## src/rtl/fuec_48_32_pkg.sv

```systemverilog
// Shared constants, types and parity-check columns for the 48/32 FUEC code.
// Data bits sit at cw[31:0] and parity bits at cw[47:32].
package fuec_48_32_pkg;

  localparam int N = 48;
  localparam int K = 32;
  localparam int R = 16;

  localparam int DATA_LSB = 0;
  localparam int DATA_MSB = 31;
  localparam int PAR_LSB  = 32;
  localparam int PAR_MSB  = 47;

  typedef logic [N-1:0] cw_t;
  typedef logic [K-1:0] data_t;
  typedef logic [R-1:0] synd_t;

  // Column i of H.
  // Data bit i (i<16) checks parity bits i and i+1.
  // Data bit 16+j checks parity bits j and j+2.
  // Parity bit j checks only itself.
  // All 48 columns are distinct and nonzero.
  function automatic synd_t col(input int i);
    synd_t one;
    one = synd_t'(1);
    if (i < K / 2)
      return (one << (i % R)) |
             (one << ((i + 1) % R));
    else if (i < K)
      return (one << ((i - 16) % R)) |
             (one << ((i - 14) % R));
    else
      return one << (i - K);
  endfunction

endpackage

```

## src/rtl/fuec_decoder_48_32.sv

```systemverilog
// Combinational 48/32 FUEC decoder: syndrome, error locator, correction.
// Ports: r in, s/r_fix/pos_error/no_error/corrected/uncorrectable out.
module fuec_decoder_48_32
  import fuec_48_32_pkg::*;
(
  input  cw_t   r,
  output synd_t s,
  output cw_t   r_fix,
  output cw_t   pos_error,
  output logic  no_error,
  output logic  corrected,
  output logic  uncorrectable
);

  always_comb begin
    s = '0;
    for (int i = 0; i < N; i++)
      if (r[i]) s = s ^ col(i);
    pos_error = '0;
    for (int i = 0; i < N; i++)
      pos_error[i] = (s == col(i));
  end

  assign no_error      = (s == '0);
  assign corrected     = |pos_error;
  assign uncorrectable = !no_error && !corrected;
  assign r_fix         = r ^ pos_error;

endmodule

```

## src/rtl/fuec_rx_stream_48_32.sv

```systemverilog
// Two-stage valid/ready wrapper around fuec_decoder_48_32 with telemetry.
// Ports: in_* codeword stream, out_* decoded stream, cnt_* and first_ue_*.
module fuec_rx_stream_48_32
  import fuec_48_32_pkg::*;
#(
  parameter int CNT_W = 16
) (
  input  logic             clk,
  input  logic             rst_n,
  input  logic             in_valid,
  output logic             in_ready,
  input  cw_t              in_cw,
  output logic             out_valid,
  input  logic             out_ready,
  output data_t            out_data,
  output logic             out_corrected,
  output logic             out_uncorrectable,
  output synd_t            out_syndrome,
  input  logic             cnt_clr,
  output logic [CNT_W-1:0] cnt_corrected,
  output logic [CNT_W-1:0] cnt_uncorrectable,
  output logic             first_ue_valid,
  output synd_t            first_ue_syndrome
);

  localparam logic [CNT_W-1:0] CNT_MAX = '1;

  logic  s1_valid;
  cw_t   s1_cw;
  logic  s2_valid;
  data_t s2_data;
  logic  s2_corr;
  logic  s2_ue;
  synd_t s2_synd;

  synd_t dec_s;
  cw_t   dec_fix;
  cw_t   pos_error_unused;
  logic  no_error_unused;
  logic  dec_corr;
  logic  dec_ue;
  data_t fix_data;
  logic [R-1:0] fix_par_unused;

  logic s1_adv;
  logic s2_adv;
  logic xfer;
  logic inc_c;
  logic inc_u;

  fuec_decoder_48_32 u_dec (
    .r             (s1_cw),
    .s             (dec_s),
    .r_fix         (dec_fix),
    .pos_error     (pos_error_unused),
    .no_error      (no_error_unused),
    .corrected     (dec_corr),
    .uncorrectable (dec_ue)
  );

  assign {fix_par_unused, fix_data} = dec_fix;

  assign s2_adv   = !s2_valid || out_ready;
  assign s1_adv   = !s1_valid || s2_adv;
  assign in_ready = s1_adv;

  assign xfer  = s2_valid && out_ready;
  assign inc_c = xfer && s2_corr;
  assign inc_u = xfer && s2_ue;

  // Payload loads are gated by valid so idle-bus X never enters state.
  always_ff @(posedge clk or negedge rst_n) begin
    if (!rst_n) begin
      s1_valid <= 1'b0;
      s1_cw    <= '0;
    end else if (s1_adv) begin
      s1_valid <= in_valid;
      if (in_valid) s1_cw <= in_cw;
    end
  end

  always_ff @(posedge clk or negedge rst_n) begin
    if (!rst_n) begin
      s2_valid <= 1'b0;
      s2_data  <= '0;
      s2_corr  <= 1'b0;
      s2_ue    <= 1'b0;
      s2_synd  <= '0;
    end else if (s2_adv) begin
      s2_valid <= s1_valid;
      if (s1_valid) begin
        s2_data <= fix_data;
        s2_corr <= dec_corr;
        s2_ue   <= dec_ue;
        s2_synd <= dec_s;
      end
    end
  end

  // A clear coinciding with a counted transfer keeps that one event.
  always_ff @(posedge clk or negedge rst_n) begin
    if (!rst_n) begin
      cnt_corrected     <= '0;
      cnt_uncorrectable <= '0;
    end else if (cnt_clr) begin
      cnt_corrected     <= CNT_W'(inc_c);
      cnt_uncorrectable <= CNT_W'(inc_u);
    end else begin
      if (inc_c && cnt_corrected != CNT_MAX)
        cnt_corrected <= cnt_corrected + CNT_W'(1);
      if (inc_u && cnt_uncorrectable != CNT_MAX)
        cnt_uncorrectable <= cnt_uncorrectable + CNT_W'(1);
    end
  end

  always_ff @(posedge clk or negedge rst_n) begin
    if (!rst_n) begin
      first_ue_valid    <= 1'b0;
      first_ue_syndrome <= '0;
    end else if (cnt_clr) begin
      first_ue_valid    <= inc_u;
      first_ue_syndrome <= inc_u ? s2_synd : '0;
    end else if (inc_u && !first_ue_valid) begin
      first_ue_valid    <= 1'b1;
      first_ue_syndrome <= s2_synd;
    end
  end

  assign out_valid         = s2_valid;
  assign out_data          = s2_data;
  assign out_corrected     = s2_corr;
  assign out_uncorrectable = s2_ue;
  assign out_syndrome      = s2_synd;

endmodule

```

## config.mk

```make
export PLATFORM = sky130hd
export DESIGN_NAME = fuec_rx_stream_48_32
export DESIGN_NICKNAME = d
export VERILOG_FILES = /design/src/rtl/fuec_48_32_pkg.sv /design/src/rtl/fuec_decoder_48_32.sv /design/src/rtl/fuec_rx_stream_48_32.sv
export SDC_FILE = /design/constraint.sdc
export NUM_CORES = 1
export LEC_CHECK = 0
export CORE_MARGIN = 2
export CORE_UTILIZATION = 30
export DETAILED_ROUTE_END_ITERATION = 12
export HOLD_SLACK_MARGIN = 0.02
export PLACE_DENSITY_LB_ADDON = 0.25
export SLEW_MARGIN = 20
export SYNTH_ARGS = -nofsm -noshare
export SYNTH_HDL_FRONTEND = slang
export SYNTH_SLANG_ARGS = --single-unit
```

## constraint.sdc

```tcl
create_clock -name clk -period 4.9 [get_ports clk]
set_input_delay 0.49 -clock clk [delete_from_list [all_inputs] [get_ports clk]]
set_output_delay 0.49 -clock clk [all_outputs]
set_load 0.1 [all_outputs]
```

==> results of run 1 <==
[worst max-delay path: stages, from the launching register on]
cell	delay, ns
dfrtp_1	0.41
xor3_1	0.48
xnor2_1	0.23
nor4_2	0.92
nand3_2	0.27
o41ai_1	0.39
a311oi_1	0.11
o211ai_1	0.18
o31ai_1	0.11
[cell families (layout without fill, tap and decap cells)]
kind of cell             count (synthesis)  count (layout)
AO/OA/AOI/OAI                           99              99
AND/OR/NAND/NOR                        277             277
flip-flops                             149             149
multiplexers                            61              61
XOR/XNOR                               116             116
adder cells (fa/ha/maj)                  2               2
buffers and inverters                   37             201
[final timing paths]
kind	end	start	cells past startpoint
max	out_uncorrectable	s1_cw[28]	8
min	cnt_uncorrectable[6]	rst_n	1
min reg2reg	out_data[4]	out_data[4]	2
min in group clk	out_data[4]	out_data[4]	2
max in group asynchronous	s1_cw[29]	rst_n	2
max reg2reg	out_uncorrectable	s1_cw[28]	8
[flip-flops by register name, summed over array words and instances, names as in the netlist]
name / cells
out_syndrome: 16
first_ue_syndrome: 16
cnt_corrected: 16
out_uncorrectable: 1
first_ue_valid: 1
cnt_uncorrectable: 16
out_data: 32
out_valid: 1
s1_valid: 1
out_corrected: 1
s1_cw: 48
[stage by stage]
step / hold WS, ns / utilization, %
4_1_cts: 0.02524 / 39.98
6_report: 0.0007132 / 39.98
2_1_floorplan: 0.1944 / -
3_3_place_gp: 0.4641 / 37.66
5_1_grt: 0.03501 / 39.98
3_5_place_dp: 0.4724 / 37.66
[layer usage]
layer	track usage, %	vias to the layer above	share of wire [%]
met4	3.743	0	1.3
met3	3.241	22	4.4
li1	-	2884	-
met5	0	-	0
met2	22.75	163	44
met1	22.38	2848	51
[power by group through the flow]
stage	registers, mW	clock network, mW	logic (mW)
after global placement	1.72	0	3.20
after floorplan	2.84	0	1.26
after global routing	1.73	1.44	3.37
after CTS	1.70	1.39	3.22
final	1.70	1.35	3.20
after detailed placement	1.72	0	3.21
[final cells by class]
type | count | area share, %
flip-flops and latches | 149 | 35.99
inverters | 7 | 0.2537
clock buffers | 21 | 4.348
well taps | 335 | 4.046
repair buffers | 162 | 15.45
clock inverters | 11 | 1.449
multi-input cells | 555 | 38.46
[placed cells by master (no fill, tap or decap), types with 6 or more instances in the layout]
cell type	count
clkdlybuf4s50_1	152
dfrtp_1	149
nand2_1	107
nor2_1	64
xnor2_1	63
mux2_2	59
xor2_1	29
o21ai_0	25
o21ai_1	24
nand3_1	20
nor3_1	20
o211ai_1	18
clkbuf_16	17
nand2b_1	15
a21oi_1	13
nand4_1	12
xnor3_1	10
buf_4	9
inv_1	7
xnor2_2	6
==> summary.txt, run 1 <==
Sequential Power Share - 27.2%
mux cell area share after synthesis - 8.714%
CTS tree - yes
top post-synthesis cells by area - dfrtp_1 47%, mux2_2 8.5%, xnor2_1 7.0%
Worst Hold Class - input port to async pin
Syn-to-layout area delta - 31.89%
clk sinks - 149
Placed Instances - 1208
switch share - 48.76%
DRT Wirelength - 20.82 mm
worst setup path class - flop to flop
Post-Synth Simple-Gate Area - 17.24%
initial antenna violation count - 0
largest area contributor in the netlist - dfrtp_1
VDD IR-drop max - 0.0003506 V
GRT Total Usage - 15.18%
Max Slew Vio Count - 0
hpwl dp - 15.62 mm
chip width - 165.8 um
final cycle utilization of the critical path - 66.09%
Die Y - 165.8 um
Final Skew - 0.007674 ns
CTS resizes - 0
Skew-Pair Late Insertion Delay - 0.42 ns
largest family of logic cells by synthesized area - simple AND/OR/NAND/NOR gates
postcts setup bufs - 0
Root Buffer - clkbuf_16
most common flop cell mapped by yosys - dfrtp_1
DRT antenna net count - 0
I/O pin total - 154
Max clock buf depth - 2
Synth Area in Compound Gates - 7.631%
ant diodes - 0
routability cong. - 0.8738
syn_nets - 796
Worst-Margin Slew - 1.038 ns
final setup fails - 0
clock power share - 21.6%
share of layout cells above drive strength 1 - 13.15%
drt drc - 0
Pleak - 4.149 nW
dpl cell area - 9758 um^2
Placeable Area - 25910 um^2
first-pass GRT wire length - 33.09 mm
most frequent cells after synthesis - 149 x dfrtp_1, 109 x nand2_1, 64 x nor2_1
Placement Setup Slack - 1.691 ns
Post-CTS Hold Buffers - 0
Worst-path clk slew - 0.06 ns
register area share after synthesis - 47.47%
top-area cell type share of the netlist area - 47.47%
CTS Buf Count - 17
WP data required - 5.19 ns
row count - 59
most instantiated library cell after synthesis - dfrtp_1
sw power - 3.046 mW
power per cell area - 603.0 nW/um^2
TNS Setup - 0 ns
GR Overflow Total - 0
Detailed Route Iter0 Violations - 395
Arr. time, crit path - 3.53 ns
area occupied by multi-input gates - 3984 um^2
minimum clock period - 3.238 ns
Synth Area in XOR/XNOR - 16.76%
Logic pwr share - 51.2%
Int Pwr - 3.201 mW
Synth Instances - 741
Nets - 947
number of global-route vias before repair - 5791
Final WS setup - 1.662 ns
status - completed
DR WL/cell - 16.79 um
reg-to-reg slack, setup - 1.66 ns
Synth Area in Adders - 0.3186%
MaxCap Viol Count - 0
initial core utilization - 30.31%
final instance area - 10360 um^2
Slew HR - 30.57%
Overall Power - 6.247 mW
via count - 5917
register area - 3729 um^2
post-synthesis register bit count - 149
TritonRoute pass-1 iters - 4
largest net degree at the start of global routing - 89
full die area - 27490 um^2
filler instances - 2560
syn avg cell area - 10.60 um^2
Syn. warnings - 0
Crit. End Element - flop
H-tree depth - 4
final hold vios - 0
DR vias/cell - 4.772
FMAX - 308.8 MHz
Synth async-reset ratio - 100.0%
post-synth cell types - 57
crit-path max FO - 11
port buffer count - 153
number of synthesized flops with an enable pin - 0
RSZ-0062 raised after global routing - no
Worst Setup Start Kind - flop
mapped cell area - 7854 um^2
non-filler cells in the finished layout - 1240
(Power assumes the default switching activity.)
==> run 2: changes to the inputs <==
Clock period 4.9 ns to 2.8 ns, I/O delays scaled along.
==> run 2 against run 1 <==
Count of clock-buffer cells in the layout shrank 1. Largest cell class unchanged. Largest power group unchanged. Final cell count grew 3.5%. Clock skew grew 0.011 ns.
==> summary.txt, run 2 (synthesized netlist as in run 1, its figures left out) <==
Crit. End Element - flop (unchanged)
hold slack - 0.4049 ns (was 0.0007132 ns)
CTS Buf Count - 17 (unchanged)
status - completed (unchanged)
TritonRoute pass-1 iters - 5 (was 4)
Worst Setup Start Kind - flop (unchanged)
final instance area - 10610 um^2 (was 10360 um^2)
share of layout cells above drive strength 1 - 30.45% (was 13.15%)
filler instances - 2550 (was 2560)
Skew-Pair Late Insertion Delay - 0.43 ns (was 0.42 ns)
Die Y - 165.8 um (unchanged)
Sequential Power Share - 25.8% (was 27.2%)
Worst-Margin Slew - 0.6882 ns (was 1.038 ns)
Arr. time, crit path - 2.97 ns (was 3.53 ns)
ant diodes - 0 (unchanged)
GRT Total Usage - 15.81% (was 15.18%)
chip width - 165.8 um (unchanged)
GR Overflow Total - 0 (unchanged)
minimum clock period - 2.675 ns (was 3.238 ns)
Max Slew Vio Count - 0 (unchanged)
Pleak - 4.568 nW (was 4.149 nW)
non-filler cells in the finished layout - 1284 (was 1240)
Detailed Route Iter0 Violations - 467 (was 395)
full die area - 27490 um^2 (unchanged)
DRT antenna net count - 0 (unchanged)
final cycle utilization of the critical path - 95.52% (was 66.09%)
Final Skew - 0.01822 ns (was 0.007674 ns)
row count - 59 (unchanged)
DRT Wirelength - 21.55 mm (was 20.82 mm)
Placeable Area - 25910 um^2 (unchanged)
area occupied by multi-input gates - 4129 um^2 (was 3984 um^2)
Syn-to-layout area delta - 35.11% (was 31.89%)
clock power share - 20.1% (was 21.6%)
Worst-path clk slew - 0.06 ns (about the same)
Root Buffer - clkbuf_16 (unchanged)
routability cong. - 0.8842 (was 0.8738)
final hold vios - 0 (unchanged)
first-pass GRT wire length - 34.24 mm (was 33.09 mm)
initial antenna violation count - 0 (unchanged)
Max clock buf depth - 2 (unchanged)
crit-path max FO - 10 (was 11)
Worst Hold Class - input port to async pin (unchanged)
most common cell after layout, fill and taps aside - buf_4 (was clkdlybuf4s50_1)
number of global-route vias before repair - 6017 (was 5791)
VDD IR-drop max - 0.0006583 V (was 0.0003506 V)
H-tree depth - 4 (unchanged)
CTS tree - yes (unchanged)
worst setup path class - flop to flop (unchanged)
drt drc - 0 (unchanged)
sw power - 5.551 mW (was 3.046 mW)
max reg flops - 48 (unchanged)
WP data required - 3.10 ns (was 5.19 ns)
Final Core Density - 40.95% (was 39.98%)
switch share - 48.61% (was 48.76%)
largest net degree at the start of global routing - 89 (unchanged)
Placed Instances - 1248 (was 1208)
Logic pwr share - 54.1% (was 51.2%)
dpl cell area - 9854 um^2 (was 9758 um^2)
Nets - 991 (was 947)
final setup fails - 0 (unchanged)
most frequent cells in the layout - 149 x buf_4, 142 x dfrtp_1, 107 x nand2_1 (was 152 x clkdlybuf4s50_1, 149 x dfrtp_1, 107 x nand2_1)
port buffer count - 153 (unchanged)
DR vias/cell - 4.735 (was 4.772)
I/O pin total - 154 (unchanged)
via count - 6080 (was 5917)
Int Pwr - 5.868 mW (was 3.201 mW)
DR WL/cell - 16.78 um (was 16.79 um)
reg-to-reg slack, setup - 0.13 ns (was 1.66 ns)
register area - 3740 um^2 (was 3729 um^2)
Top reg by flops - s1_cw (unchanged)
FMAX - 373.9 MHz (was 308.8 MHz)
initial core utilization - 30.31% (unchanged)
clk sinks - 149 (unchanged)
power per cell area - 1076 nW/um^2 (was 603.0 nW/um^2)
RSZ-0062 raised after global routing - yes (was no)
MaxCap Viol Count - 0 (unchanged)
Slew HR - 53.63% (was 30.57%)
hpwl dp - 16.03 mm (was 15.62 mm)
## run 2: critical path, stage by stage (launching register included)
cell      delay, ns
dfrtp_1        0.45
xnor3_1        0.48
xnor2_2        0.30
buf_4          0.25
nand2b_1       0.25
a21oi_1        0.10
a311oi_1       0.26
o211ai_1       0.15
o31a_1         0.32
## run 2: routing by layer
metal | vias to the layer above | share of wire (%) | global-route usage, %
met5 | - | 0 | 0
met4 | 0 | 1.5 | 4.726
met3 | 25 | 4.6 | 3.122
met2 | 176 | 44 | 23.80
met1 | 2902 | 50 | 23.03
li1 | 2977 | - | -
## run 2: power groups by stage
stage / clock network [mW] / registers, mW / logic [mW]
detailed placement: 0 / 2.98 / 5.96
CTS: 2.37 / 2.95 / 5.98
global placement: 0 / 2.98 / 5.95
floorplan: 0 / 4.97 / 2.21
global route: 2.44 / 3.00 / 6.54
finish: 2.29 / 2.95 / 6.18
## run 2: final cells by class
type                       count  share of cell area (%)
inverter                       7                  0.2476
multi-input combinational    556                   38.91
clock buffer                  20                   4.304
sequential                   149                   35.24
timing repair buffer         205                   16.12
clock inverter                12                   1.226
tap                          335                   3.950
## run 2: final timing paths
| check | start | endpoint | depth (start not counted) |
|---|---|---|---|
| worst min register to register | out_syndrome[0] | first_ue_syndrome[0] | 2 |
| min in group clk | in_cw[12] | s1_cw[12] | 2 |
| max in group asynchronous | rst_n | s1_cw[38] | 3 |
| worst max-delay path | s1_cw[22] | out_corrected | 8 |
| worst max register to register | s1_cw[22] | out_corrected | 8 |
| worst min-delay path | rst_n | cnt_uncorrectable[6] | 2 |
## run 2: what timing repair did
item / in CTS / in global routing
buffers inserted: 1 / 1
endpoints found under the setup margin: 2 / 23
cloned: 0 / 1
hold buffers: 1 / 0
pin swaps: 2 / 7
resized for setup: 0 / 20
endpoints found under the hold margin: 65 / 0
## run 2: metrics by stage
| stage | setup WS [ns] | power (mW) | setup TNS, ns |
|---|---|---|---|
| 2_1_floorplan | 0.003448 | 7.179 | 0 |
| 3_3_place_gp | -0.01481 | 8.925 | -0.01481 |
| 3_5_place_dp | -0.02469 | 8.939 | -0.02469 |
| 4_1_cts | 0.02479 | 11.30 | 0 |
| 5_1_grt | -0.03348 | 11.98 | -0.03348 |
| 6_report | 0.1254 | 11.42 | 0 |
